<file path="src/rtl/crtc_timing_seq_if.sv">
// Pixel-timing bus for crtc_timing_seq: config write port in, raster timing out.
interface crtc_timing_seq_if;
  logic        pix_en;
  logic        cfg_we;
  logic [2:0]  cfg_addr;
  logic [11:0] cfg_wdata;
  logic        cfg_pending;
  logic        hsync;
  logic        vsync;
  logic        de;
  logic [11:0] hpos;
  logic [11:0] vpos;
  logic        line_start;
  logic        frame_start;

  modport master (
    output pix_en, cfg_we, cfg_addr, cfg_wdata,
    input  cfg_pending, hsync, vsync, de, hpos, vpos, line_start, frame_start
  );

  modport slave (
    input  pix_en, cfg_we, cfg_addr, cfg_wdata,
    output cfg_pending, hsync, vsync, de, hpos, vpos, line_start, frame_start
  );
endinterface

</file>
<file path="src/rtl/crtc_timing_seq.sv">
// CRT timing sequencer: H/V segment FSMs with shadowed timing registers that
// swap in only at the frame boundary, so a frame never mixes two configurations.
module crtc_timing_seq #(
  parameter bit HSYNC_POL = 1'b0,
  parameter bit VSYNC_POL = 1'b0,
  // Reset value of each timing register, indexed by cfg_addr.
  parameter logic [7:0][11:0] RST_TIMING = {12'd33, 12'd2, 12'd10, 12'd480,
                                            12'd48, 12'd96, 12'd16, 12'd640}
) (
  input  logic             clk,
  input  logic             reset,
  crtc_timing_seq_if.slave bus
);

  typedef enum logic [1:0] {
    SEG_ACTIVE = 2'd0,
    SEG_FP     = 2'd1,
    SEG_SYNC   = 2'd2,
    SEG_BP     = 2'd3
  } seg_t;

  seg_t             hstate, vstate;
  logic [11:0]      hcnt, vcnt;
  logic [11:0]      hlen, vlen, hlast, vlast;
  logic [7:0][11:0] shadow, active;
  logic             hend, vend, line_end, frame_end;
  logic             pending, line_start_q, frame_start_q;

  // Segment encoding doubles as the register index: h regs 0-3, v regs 4-7.
  assign hlen  = active[{1'b0, hstate}];
  assign vlen  = active[{1'b1, vstate}];
  assign hlast = (hlen == 12'd0) ? 12'd0 : hlen - 12'd1;
  assign vlast = (vlen == 12'd0) ? 12'd0 : vlen - 12'd1;

  assign hend      = (hcnt >= hlast);
  assign vend      = (vcnt >= vlast);
  assign line_end  = (hstate == SEG_BP) && hend;
  assign frame_end = line_end && (vstate == SEG_BP) && vend;

  always_ff @(posedge clk or posedge reset) begin
    if (reset) begin
      hstate        <= SEG_ACTIVE;
      vstate        <= SEG_ACTIVE;
      hcnt          <= 12'd0;
      vcnt          <= 12'd0;
      line_start_q  <= 1'b0;
      frame_start_q <= 1'b0;
    end else begin
      line_start_q  <= 1'b0;
      frame_start_q <= 1'b0;
      if (bus.pix_en) begin
        if (hend) begin
          hcnt   <= 12'd0;
          hstate <= seg_t'(hstate + 2'd1);
        end else begin
          hcnt <= hcnt + 12'd1;
        end
        if (line_end) begin
          line_start_q  <= 1'b1;
          frame_start_q <= (vstate == SEG_BP) && vend;
          if (vend) begin
            vcnt   <= 12'd0;
            vstate <= seg_t'(vstate + 2'd1);
          end else begin
            vcnt <= vcnt + 12'd1;
          end
        end
      end
    end
  end

  // A write landing on the boundary edge goes to shadow after the copy,
  // so it is held for the following frame and keeps pending set.
  always_ff @(posedge clk or posedge reset) begin
    if (reset) begin
      shadow  <= RST_TIMING;
      active  <= RST_TIMING;
      pending <= 1'b0;
    end else begin
      if (bus.pix_en && frame_end) begin
        active  <= shadow;
        pending <= 1'b0;
      end
      if (bus.cfg_we) begin
        shadow[bus.cfg_addr] <= bus.cfg_wdata;
        pending              <= 1'b1;
      end
    end
  end

  assign bus.cfg_pending = pending;
  assign bus.de          = (hstate == SEG_ACTIVE) && (vstate == SEG_ACTIVE);
  assign bus.hsync       = (hstate == SEG_SYNC) ? HSYNC_POL : ~HSYNC_POL;
  assign bus.vsync       = (vstate == SEG_SYNC) ? VSYNC_POL : ~VSYNC_POL;
  assign bus.hpos        = (hstate == SEG_ACTIVE) ? hcnt : 12'd0;
  assign bus.vpos        = (vstate == SEG_ACTIVE) ? vcnt : 12'd0;
  assign bus.line_start  = line_start_q;
  assign bus.frame_start = frame_start_q;

endmodule
</file>
<file path="src/flat_wrapper.sv">
// flat-port wrapper written by rule: the top's interface ports become plain ports
module crtc_timing_seq_flat 
#(
  parameter bit HSYNC_POL = 1'b0,
  parameter bit VSYNC_POL = 1'b0,
                                                              
  parameter logic [7:0][11:0] RST_TIMING = {12'd33, 12'd2, 12'd10, 12'd480,
                                            12'd48, 12'd96, 12'd16, 12'd640}
)
  (clk, reset, bus_pix_en, bus_cfg_we, bus_cfg_addr, bus_cfg_wdata, bus_cfg_pending, bus_hsync, bus_vsync, bus_de, bus_hpos, bus_vpos, bus_line_start, bus_frame_start);
  crtc_timing_seq_if bus_i ();
  input  logic clk;
  input  logic reset;
  input wire logic [$bits(bus_i.pix_en)-1:0] bus_pix_en;
  input wire logic [$bits(bus_i.cfg_we)-1:0] bus_cfg_we;
  input wire logic [$bits(bus_i.cfg_addr)-1:0] bus_cfg_addr;
  input wire logic [$bits(bus_i.cfg_wdata)-1:0] bus_cfg_wdata;
  output wire logic [$bits(bus_i.cfg_pending)-1:0] bus_cfg_pending;
  output wire logic [$bits(bus_i.hsync)-1:0] bus_hsync;
  output wire logic [$bits(bus_i.vsync)-1:0] bus_vsync;
  output wire logic [$bits(bus_i.de)-1:0] bus_de;
  output wire logic [$bits(bus_i.hpos)-1:0] bus_hpos;
  output wire logic [$bits(bus_i.vpos)-1:0] bus_vpos;
  output wire logic [$bits(bus_i.line_start)-1:0] bus_line_start;
  output wire logic [$bits(bus_i.frame_start)-1:0] bus_frame_start;
  assign bus_i.pix_en = bus_pix_en;
  assign bus_i.cfg_we = bus_cfg_we;
  assign bus_i.cfg_addr = bus_cfg_addr;
  assign bus_i.cfg_wdata = bus_cfg_wdata;
  assign bus_cfg_pending = bus_i.cfg_pending;
  assign bus_hsync = bus_i.hsync;
  assign bus_vsync = bus_i.vsync;
  assign bus_de = bus_i.de;
  assign bus_hpos = bus_i.hpos;
  assign bus_vpos = bus_i.vpos;
  assign bus_line_start = bus_i.line_start;
  assign bus_frame_start = bus_i.frame_start;
  crtc_timing_seq #(.HSYNC_POL(HSYNC_POL), .VSYNC_POL(VSYNC_POL), .RST_TIMING(RST_TIMING)) u_core (.clk(clk), .reset(reset), .bus(bus_i));
endmodule
</file>
<file path="config.mk">
export PLATFORM = sky130hd
export DESIGN_NAME = crtc_timing_seq_flat
export DESIGN_NICKNAME = d
export VERILOG_FILES = /design/src/rtl/crtc_timing_seq_if.sv /design/src/rtl/crtc_timing_seq.sv /design/src/flat_wrapper.sv
export SDC_FILE = /design/constraint.sdc
export NUM_CORES = 1
export LEC_CHECK = 0
export CAP_MARGIN = 0
export CORE_MARGIN = 3
export CORE_UTILIZATION = 50
export DETAILED_ROUTE_END_ITERATION = 10
export PLACE_DENSITY = 0.79
export SLEW_MARGIN = 10
export SYNTH_ARGS = -nofsm -noshare
export SYNTH_HDL_FRONTEND = slang
export SYNTH_SLANG_ARGS = --single-unit
</file>
<file path="constraint.sdc">
create_clock -name clk -period 11.8 [get_ports clk]
set_input_delay 2.36 -clock clk [delete_from_list [all_inputs] [get_ports clk]]
set_output_delay 2.36 -clock clk [all_outputs]
set_load 0.005 [all_outputs]
</file>
# Word level (Yosys, flattened, before mapping)
# Cells that the tools add are included.
# op_classes
addsub,6
n_bitwise,0
multipliers,0
div_mod_pow,0
reduce_logical,15
n_lt_le_gt_ge,6
shifts,0
n_eq_ne,4
n_mux,21
# ops
op,count
$mux W12,9
$bwmux W96,1
$bmux W12 S2,2
$demux W12 S3,1
$add A12 B1 Y12 const B,2
$ge A12 B12 Y1,2
$logic_not A12 Y1,2
$sub A12 B1 Y12 const B,2
$eq A2 B2 Y1 const B,4
$lt A3 B4 Y1 const B,2
$mux W1,8
$logic_and A1 B1 Y1,7
$add A2 B1 Y2 const B,2
$logic_not A2 Y1,2
$lt A2 B4 Y1 const B,1
$reduce_and A2 Y1,2
$ge A3 B1 Y1 const B,1
$reduce_and A3 Y1,1
$reduce_bool A2 Y1,1
# totals
ramBits,0
romBits,0
elab_cells,75
latchBits,0
n_memories,0
out_inout_bits,30
register_bits,223
input_bits,19

# Depth between registers and ports, before layout
# depth
ltp_word,11
ltp_mapped,19
depth_no_buf,17

# Worst setup path after synthesis
# Ideal clock, no wire load.
# synth_path
path_kind,flip-flop to flip-flop
start,register u_core.hstate[0]
end,register u_core.active[62] (netlist name)
t_required_ns,11.675
slack_ns,7.823
setup_time_ns,0.125
period_less_slack_ns,3.977
n_path_buf,3
arrival_time_ns,3.853
stages_incl_launch_ff,16
path_cell_list,dfrtp_1 -> buf_6 -> mux4_2 -> nor3_1 -> nand2_1 -> nor3_4 -> nor2_1 -> ha_1 -> nand2b_1 -> a2111o_1 -> a31oi_2 -> a21oi_2 -> nand4_2 -> buf_4 -> buf_6 -> mux2_2
# synth_between
elab_chain_len,9
word_cells_on_any_way,11
classes_between,add/sub: 1; order compare: 1; eq/ne: 1; mux: 3; reduce/logical: 5
# synth_rtl
element,line,rtl
from (decl),crtc_timing_seq.sv:22,"seg_t hstate, vstate;"
from (signal assigned),crtc_timing_seq.sv:54,hstate <= seg_t'(hstate + 2'd1);
$bmux W12 S2,crtc_timing_seq.sv:30,"assign hlen = active[{1'b0, hstate}];"
$mux W12 (not written as such),crtc_timing_seq.sv:30,
$sub A12 B1 Y12 or $logic_not A12 Y1 (tied branches),crtc_timing_seq.sv:32,assign hlast = (hlen == 12'd0) ? 12'd0 : hlen - 12'd1;
$mux W12,crtc_timing_seq.sv:32,
$ge A12 B12 Y1,crtc_timing_seq.sv:35,assign hend = (hcnt >= hlast);
$logic_and A1 B1 Y1 (*),crtc_timing_seq.sv:37,assign line_end = (hstate == SEG_BP) && hend;
$logic_and A1 B1 Y1 (*) (2 in a row),crtc_timing_seq.sv:38,assign frame_end = line_end && (vstate == SEG_BP) && vend;
$logic_and A1 B1 Y1 (*),crtc_timing_seq.sv:80,if (bus.pix_en && frame_end) begin
to (signal assigned),crtc_timing_seq.sv:81,active <= shadow;
to (decl),crtc_timing_seq.sv:25,"logic [7:0][11:0] shadow, active;"
# Mark *: on every way between the ends. The rest lies on a longest branch, timed or not. The select of a mux whose other input is x is not followed.
# A chain may end at the register's enable or synchronous reset.

# Worst setup path after layout
# layout_path
start,register u_core.hstate[0]
end,register u_core.active[6] (netlist name)
# The elaborated chain is that of the path after synthesis.

==> parameters.txt <==
Parameter                              Value

Status
  Outcome    complete, no violations

Routing
  WL per Instance    18.4 um
  Drt total wl    20500 um
  Initial detailed-routing violation count    289
  Detail Route Antenna Nets    0
  Count of vias placed by the detailed router    6231
  DRC Markers    0
  Pre-antenna DRT Iters    4
  Average vias per placed instance    5.61

STA
  Final total negative setup slack    0 ns
  Setup repair after global routing missed its margin    no
  Final Hold Slack    0.484 ns
  Number of hold violations in the final report    0
  Highest attainable clock frequency    0.167 GHz
  Layout Skew    0.0113 ns
  Setup violators final    0
  Final worst path period share    50.8%
  Setup WS post-layout    5.80 ns
  Slew at the pin closest to its max-slew limit    1.03 ns
  Tightest slew margin relative to the limit    30.8%
  Shortest period the worst path allows    6.00 ns
  Count of pins over their slew limit    0

Floorplanning
  Die span in y    152 um
  Effective utilization at floorplan    51.6%
  I/O Pins    49
  Die X-Extent    152 um
  Standard-cell rows    52
  Total die area    0.0230 mm2
  Core outline area    0.0206 mm2

Yosys
  Total number of yosys warnings    0
  Netlist cell types    56
  Synth area leaders    sky130_fd_sc_hd__dfrtp_1 45%, sky130_fd_sc_hd__mux2_2 20%, sky130_fd_sc_hd__dfstp_2 7.9%
  Synthesized instance count    776
  Post-synth EDFFs    0
  Commonest cells in the netlist    191 x sky130_fd_sc_hd__dfrtp_1, 191 x sky130_fd_sc_hd__mux2_2, 36 x sky130_fd_sc_hd__ha_1
  Post-synth top flop    sky130_fd_sc_hd__dfrtp_1
  Syn Std Cell Area    0.0106 mm2
  Average cell area after synthesis    13.7 um2
  Syn nets    831
  Flop and latch count out of synthesis    223
  Largest area contributor in the synthesized netlist    sky130_fd_sc_hd__dfrtp_1
  Async set or reset register ratio after synthesis    100%
  Area share of the largest cell type after synthesis    45.0%
  Proportion of synthesized chip area in sequential cells    52.9%

GRT
  Global-route wire length before repair    33600 um
  Number of global-route vias before repair    6404
  Initial antenna violation count    0
  Grt ovf    0
  Maximum number of pins on one net before global-route repair    142
  Combined global-route utilization of all metal layers    18.2%

Clock tree
  Total of cells resized after clock tree synthesis    0
  Post-CTS Setup Inserts    0
  Clock sink total    223
  TritonCTS clock tree    built
  Clock-pin slew of the registers on the worst-case setup and hold paths    0.06 ns
  Inserted Clock Buffers    23
  Max Root-Sink Buffers    3
  Root cell of the clock tree    sky130_fd_sc_hd__clkbuf_16
  Latest clock arrival within the worst-skew pair    0.50 ns
  Number of hold buffers added after CTS    0
  Max H-tree Level    1

Setup path
  Largest driver fanout on the critical path    56
  CP Capture Type    flip-flop
  Data arrival time of the critical path    6.38 ns
  Startpoint-to-endpoint class of the critical path    reg2reg
  Required time worst endpoint    12.18 ns
  Kind of start point of the critical path    flip-flop

Finish
  Share of post-route cells with drive strength above 1    36.3%
  Number of antenna diodes    0
  Fillcell total    1581
  Count of nets after finishing    880
  Layout area overhead    13.8%

Pwr
  Max rail drop VDD    228 uV
  Power density over the cells    285 mW/mm2
  Standby leakage power    5.52 nW

Hold path
  Hold Crit Class    reg2reg

Placed design
  IO Port Bufs    48
  Post-Place Worst Slack    5.82 ns
  Final RePlAce weighted congestion    0.824
  Post-detailed-placement half-perimeter wirelength    13200 um

Flow run
  Total of max-cap violations    0
==> where the power goes <==
group	total (W)	switching (W)	internal, W
Sequential	0.00113	0.000159	0.000969
Clock	0.000694	0.000284	0.000409
Combinational	0.00162	0.000886	0.000731
Total	0.00344	0.00133	0.00211
==> cells by family (layout without fill, tap and decap cells) <==
logic type / Yosys count / in the layout / synth area share (%)
simple gates: 167 / 167 / 8.81
fa+ha+maj: 36 / 36 / 4.24
compound gates: 56 / 56 / 3.61
mux: 223 / 223 / 26.3
xor+xnor: 22 / 22 / 1.81
buf+inv: 49 / 114 / 2.32
flops: 223 / 223 / 52.9
==> flip-flops by register name, summed over array words and instances (netlist names) <==
| register | cells |
|---|---|
| u_core.bus.cfg_pending | 1 |
| u_core.hstate | 2 |
| u_core.hcnt | 12 |
| u_core.bus.frame_start | 1 |
| u_core.vstate | 2 |
| u_core.bus.line_start | 1 |
| u_core.shadow | 96 |
| u_core.vcnt | 12 |
| u_core.active | 96 |
==> per-stage QoR <==
stage / util (%) / instances / instance area [um2] / total power, W
floorplan: - / 776 / 10600 / 0.00247
global placement: 55.2 / 1070 / 11300 / 0.00273
detailed placement: 55.2 / 1070 / 11300 / 0.00275
CTS: 58.8 / 1111 / 12100 / 0.00346
global route: 58.8 / 1111 / 12100 / 0.00374
finish: 58.8 / 1111 / 12100 / 0.00344
==> routing by layer <==
metal | up-vias | global-route usage, % | share of wire [%]
met5 | - | 0 | 0
met4 | 0 | 5.03 | 2.2
met3 | 36 | 2.86 | 3.8
met2 | 118 | 31.1 | 49
met1 | 3181 | 24.3 | 45
li1 | 2896 | - | -
==> critical path, stage by stage (launching register included) <==
cell	delay, ns
sky130_fd_sc_hd__dfrtp_1	0.99
sky130_fd_sc_hd__mux4_2	0.65
sky130_fd_sc_hd__inv_1	0.10
sky130_fd_sc_hd__ha_1	0.16
sky130_fd_sc_hd__nand2b_1	0.09
sky130_fd_sc_hd__nor2_1	0.17
sky130_fd_sc_hd__nand3b_1	0.15
sky130_fd_sc_hd__nor3_1	0.21
sky130_fd_sc_hd__mux2i_1	0.28
sky130_fd_sc_hd__ha_1	0.18
sky130_fd_sc_hd__nand2_1	0.08
sky130_fd_sc_hd__o211ai_1	0.29
sky130_fd_sc_hd__nand2_1	0.11
sky130_fd_sc_hd__a21oi_2	0.58
sky130_fd_sc_hd__nand4_4	0.76
sky130_fd_sc_hd__buf_4	0.64
sky130_fd_sc_hd__mux2_2	0.37
==> layout by cell type (no fill, tap or decap), types with 3 or more instances in the layout <==
cell and instances:
sky130_fd_sc_hd__dfrtp_1 191, sky130_fd_sc_hd__nand3_1 13, sky130_fd_sc_hd__a221o_1 3, sky130_fd_sc_hd__mux2_1 3, sky130_fd_sc_hd__inv_1 17, sky130_fd_sc_hd__and2_1 26
sky130_fd_sc_hd__nor3_1 9, sky130_fd_sc_hd__a21o_1 6, sky130_fd_sc_hd__nor3_2 6, sky130_fd_sc_hd__and3_1 3, sky130_fd_sc_hd__nand3b_1 4, sky130_fd_sc_hd__clkbuf_16 23
sky130_fd_sc_hd__nand4b_1 3, sky130_fd_sc_hd__o21ai_0 14, sky130_fd_sc_hd__xnor2_1 7, sky130_fd_sc_hd__clkdlybuf4s50_1 48, sky130_fd_sc_hd__mux2i_1 5, sky130_fd_sc_hd__mux4_2 20
sky130_fd_sc_hd__nand2b_1 12, sky130_fd_sc_hd__o2bb2ai_1 3, sky130_fd_sc_hd__xor2_1 15, sky130_fd_sc_hd__o22ai_1 3, sky130_fd_sc_hd__nor2_1 32, sky130_fd_sc_hd__a22o_1 6
sky130_fd_sc_hd__dfstp_2 32, sky130_fd_sc_hd__clkbuf_8 8, sky130_fd_sc_hd__clkbuf_1 6, sky130_fd_sc_hd__nand4_1 7, sky130_fd_sc_hd__buf_4 6, sky130_fd_sc_hd__mux4_1 4
sky130_fd_sc_hd__nor2b_1 4, sky130_fd_sc_hd__mux2_2 191, sky130_fd_sc_hd__ha_1 36, sky130_fd_sc_hd__nand2_1 32, sky130_fd_sc_hd__a21oi_1 11
==> final cells by class <==
type                            count  area, um2  area share [%]
Multi-Input combinational cell    504       4780            39.6
Sequential cell                   223       5620            46.5
Inverter                           19       81.3           0.673
Clock buffer                       37        708            5.86
Tap cell                          270        338            2.80
Timing Repair Buffer               54        526            4.35
Clock inverter                      4       25.0           0.207
==> worst paths after layout <==
check	startpoint	end	slack, ns	cells past startpoint
worst min-delay path	u_core.shadow[58]$_DFFE_PP0P_	u_core.active[58]$_DFFE_PP0P_	0.48	1
worst max register to register	u_core.hstate[0]$_DFFE_PP0P_	u_core.active[6]$_DFFE_PP0P_	5.80	16
worst max-delay path	u_core.hstate[0]$_DFFE_PP0P_	u_core.active[6]$_DFFE_PP0P_	5.80	16
max in group asynchronous	reset	u_core.active[14]$_DFFE_PP0P_	7.77	3
worst min register to register	u_core.shadow[58]$_DFFE_PP0P_	u_core.active[58]$_DFFE_PP0P_	0.48	1
min in group asynchronous	reset	u_core.vcnt[6]$_DFFE_PP0P_	2.45	2
Power figures use the tool's default switching activity.
